<file path="src/rtl/seq_multiplier.sv">
// Iterative unsigned shift-add multiplier.
// Drives an external arithmetic_unit for one partial-product step per clock.
module seq_multiplier #(
    parameter int WIDTH = 32,
    parameter int CNT_W = 6
) (
    input  logic                 clk,
    input  logic                 rst_n,
    input  logic                 start,
    input  logic [WIDTH-1:0]     multiplicand,
    input  logic [WIDTH-1:0]     multiplier,
    output logic                 ready,
    output logic                 busy,
    output logic                 done,
    output logic [2*WIDTH-1:0]   product,
    output logic [WIDTH-1:0]     au_a,
    output logic [WIDTH-1:0]     au_b,
    output logic                 au_s1,
    output logic                 au_s0,
    output logic                 au_cin,
    input  logic [WIDTH-1:0]     au_g,
    input  logic                 au_cout
);

    typedef enum logic [1:0] {
        IDLE = 2'd0,
        CALC = 2'd1,
        DONE = 2'd2
    } state_t;

    state_t               state;
    logic [2*WIDTH-1:0]   p;
    logic [WIDTH-1:0]     m;
    logic [CNT_W-1:0]     cnt;
    logic [2*WIDTH-1:0]   p_next;
    logic                 last;

    // Carry-out becomes the new MSB, so the shifted 2W result stays exact.
    assign p_next = {au_cout, au_g, p[WIDTH-1:1]};
    assign last   = (cnt == CNT_W'(WIDTH - 1));

    // Control FSM with registered handshake outputs and the product register.
    always_ff @(posedge clk) begin
        if (!rst_n) begin
            state   <= IDLE;
            ready   <= 1'b1;
            busy    <= 1'b0;
            done    <= 1'b0;
            product <= '0;
            cnt     <= '0;
            m       <= '0;
            p       <= '0;
        end else begin
            case (state)
                IDLE: begin
                    done <= 1'b0;
                    if (start) begin
                        m     <= multiplicand;
                        p     <= {{WIDTH{1'b0}}, multiplier};
                        cnt   <= '0;
                        state <= CALC;
                        ready <= 1'b0;
                        busy  <= 1'b1;
                    end
                end
                CALC: begin
                    p   <= p_next;
                    cnt <= cnt + CNT_W'(1);
                    if (last) begin
                        state   <= DONE;
                        busy    <= 1'b0;
                        done    <= 1'b1;
                        product <= p_next;
                    end
                end
                DONE: begin
                    state <= IDLE;
                    done  <= 1'b0;
                    ready <= 1'b1;
                end
                default: begin
                    state <= IDLE;
                    ready <= 1'b1;
                    busy  <= 1'b0;
                    done  <= 1'b0;
                end
            endcase
        end
    end

    // Adder controls: add M only while calculating and the current Q bit is set.
    always_comb begin
        au_a   = p[2*WIDTH-1:WIDTH];
        au_b   = m;
        au_s1  = 1'b0;
        au_cin = 1'b0;
        au_s0  = 1'b0;
        if (state == CALC) begin
            au_s0 = p[0];
        end
    end

endmodule

</file>
<file path="config.mk">
export PLATFORM = sky130hd
export DESIGN_NAME = seq_multiplier
export DESIGN_NICKNAME = d
export VERILOG_FILES = /design/src/rtl/seq_multiplier.sv
export SDC_FILE = /design/constraint.sdc
export NUM_CORES = 1
export LEC_CHECK = 0
export ABC_AREA = 1
export CAP_MARGIN = 20
export CORE_ASPECT_RATIO = 1.1
export CORE_MARGIN = 3
export CORE_UTILIZATION = 25
export DETAILED_ROUTE_END_ITERATION = 12
export GPL_ROUTABILITY_DRIVEN = 0
export GPL_TIMING_DRIVEN = 0
export SETUP_SLACK_MARGIN = 0.2
export SLEW_MARGIN = 20
export SYNTH_ARGS = -nofsm -noshare
export SYNTH_HDL_FRONTEND = slang
export SYNTH_SLANG_ARGS = --single-unit
</file>
<file path="constraint.sdc">
create_clock -name clk -period 2.15 [get_ports clk]
set_clock_uncertainty 0.1 [all_clocks]
set_input_delay 0.5375 -clock clk [delete_from_list [all_inputs] [get_ports clk]]
set_output_delay 0.5375 -clock clk [all_outputs]
set_load 0.1 [all_outputs]
</file>
==> results.md <==
- Status: completed
- Post-layout nets: 1310
- Worst Hold Class: reg -> reg
- Clk sinks: 171
- Floorplan row count: 63
- Cell Area, Synth: 6980 um^2
- Fraction of layout cells with a size suffix above 1: 20.6%
- PD cells: 822 nW/um^2
- Met3 routed wirelength: 1.61 mm
- # IOs: 234
- Pin count of the biggest net entering global routing: 17
- Ys Warns: 0
- Iteration-0 DRC Markers: 379
- Worst path arrival time: 1370 ps
- Die Y-Extent: 181 um
- GRT Total Usage: 14.8%
- Actual slew at the worst max-slew pin: 568 ps
- CTS HTree Levels: 4
- Area growth syn-to-layout: 41.7%
- Register area share after synthesis: 49.1%
- Worst Path Max Fanout: 10
- Final non-filler cell total: 1579
- Top delay family on crit path: buffers and inverters
- Most common cell in the netlist: nand2_1
- Setup WS post-layout: 145 ps
- WL met1: 9.96 mm
- RSZ-0062 raised after global routing: yes
- Mapped Cells: 953
- Power Total: 8120 uW
- Worst Setup End Kind: output pin
- Static leakage: 0.00468 uW
- Residual DRC: 0
- Synth Area in Adders: 0.179%
- Worst path max stage delay: 350 ps
- Placed inst area: 9750 um^2
- Area leader, netlist: dfxtp_1
- Drt pass-1 iters: 4
- Met2 WL: 10.5 mm
- Tmin final: 2000 ps
- Max Fclk: 499 MHz
- Uppermost layer routed: met5
- Hold Vio Cnt, Final: 0
- Finished Cell Area: 9890 um^2
- Diode count: 0
- Placeable Area: 27200 um^2
- CP Class: reg -> out
- Global-route wire length before repair: 34.8 mm
- Mux cell area share after synthesis: 0%
- DP HPWL: 16.7 mm
- Final wirelength: 22.4 mm
- FFs w/ async S/R, synth: 0%
- Total gr overflow: 0
- Worst slack at placement: -738 ps
- Slew headroom: 62.1%
- Cts hold-fix bufs: 0
- Max VDD drop: 0.000399 V
- Post-DRT Antenna Nets: 0
- Seq cells post-synth: 171
- XOR/XNOR share of the synthesized area: 0%
- Main combinational cell family by area after synthesis: simple AND/OR/NAND/NOR gates
- Synth Area in Simple Gates: 28.6%
- Worst EP required: 1510 ps
- CTS tree: built
- Netlist cell types: 24
- Die area: 29900 um^2
- Top post-synthesis cells by count: nand2_1, dfxtp_1, nor2_1
- Dpl cells: 1542
- Num CTS Buffers: 17
- Synth Area per Inst: 7.32 um^2
- EDFF count, synth: 0
- Critical path's slowest cell: dfxtp_2
- Clock Path Buffers: 2
- Vias: 6551
- Final setup vio count: 0
- Clock transition at the registers of the reported paths: 70 ps
- Drt wl/cell: 14.2 um
- Clock latency on the worst-skew pair: 420 ps
- Compound-gate portion of the synthesized area: 7.84%
- Tcrit/Tclk final: 93.2%
- Share of the synthesized area in the top cell type: 49.1%
- Horiz. Die Dim: 165 um
- Initial antenna violation count: 1
- # port buffers: 231
- Root buf cell: clkbuf_16
- Vias in the first global route: 6333
- Initial Utilization: 25.7%
- Vias per std cell: 4.15
- Fin Setup TNS: 0 ps
- Top cells by area, synth: dfxtp_1, nand2_1, nor2_1, nand3_1, o21ai_0
- Ys flop type: dfxtp_1
- Max cap viols: 0
- Final max-slew violation count: 0
- CP Launch Type: flip-flop
- CP Buf/Inv Count: 3
- Critical path cell sequence: inv_2, nand2_4, buf_8, nor2_4, buf_12
==> cell usage in the layout (no fill, tap or decap), types with 2 or more instances in the layout <==
cell type and instances:
inv_1 123, clkbuf_4 30, nor2_4 3, nor2_1 141
clkbuf_2 7, a21oi_1 6, clkbuf_8 4, nor2_2 2
bufinv_16 3, clkinvlp_4 2, conb_1 2, nor3b_1 31
nand2_1 178, dfxtp_1 169, clkdlybuf4s50_1 99, buf_6 3
a22oi_1 5, o21ai_0 94, buf_4 45, clkinv_4 3
buf_2 121, clkbuf_16 17, nand3_1 98, inv_2 2
clkbuf_1 21
==> where the power goes <==
part	switching, uW	total, uW	internal [uW]
clock	1300	3270	1960
combinational	1030	1460	432
sequential	84.7	3400	3310
==> flip-flops by register name, summed over array words and instances (netlist names) <==
signal,cells
p,64
product,64
au_b,32
cnt,6
state,2
busy,1
done,1
ready,1
==> per-layer routing <==
| metal | GRT usage, % | vias to the layer above |
|---|---|---|
| met5 | 0 | - |
| met4 | 3.79 | 2 |
| met3 | 4.86 | 19 |
| met2 | 24.6 | 174 |
| met1 | 18.5 | 2923 |
| li1 | - | 3433 |
==> repair_timing <==
item                       in CTS  in global routing
setup endpoints to repair     191                125
resized for setup             679                 45
pin swaps                       1                  3
setup buffers                   1                  4
==> worst register-to-register path, stage by stage (launching register included) <==
cell,delay (ps)
dfxtp_1,390
ha_1,210
nand3_1,110
nor2_1,150
clkbuf_1,440
nand3_1,140
nand2_1,90
nor2_1,40
==> stage by stage <==
step | hold WS (ps) | util (%)
after floorplan | 339 | -
after global placement | 351 | 35.8
after detailed placement | 357 | 35.8
after CTS | 363 | 36.0
after global routing | 387 | 36.4
final | 362 | 36.4
==> path summary, 6_finish.rpt <==
path | startpoint | to | slack, ps | cells past startpoint
worst max-delay path | state[1]$_SDFFE_PN0P_ | au_s0 | 150 | 5
worst min-delay path | p[17]$_SDFFE_PN0P_ | product[16]$_SDFFE_PN0P_ | 360 | 2
worst max register to register | cnt[0]$_SDFFE_PN0P_ | product[60]$_SDFFE_PN0P_ | 380 | 7
worst min register to register | p[17]$_SDFFE_PN0P_ | product[16]$_SDFFE_PN0P_ | 360 | 2
==> cell families (layout without fill, tap and decap cells) <==
kind of cell | count (synthesis) | in the layout
simple gates | 458 | 458
buf+inv | 216 | 484
flops | 171 | 171
compound gates | 106 | 106
fa+ha+maj | 1 | 1
other cells | 1 | 2
==> final cells by class <==
| cell class | count | area (um^2) |
|---|---|---|
| fillers | 2948 | 17300 |
| flip-flops and latches | 171 | 3430 |
| multi-input cells | 567 | 2580 |
| repair buffers | 236 | 1770 |
| plain buffers | 91 | 564 |
| clock buffers | 23 | 488 |
| inverters | 125 | 469 |
| well taps | 357 | 447 |
| clock inverters | 9 | 136 |
Power figures use the tool's default switching activity.
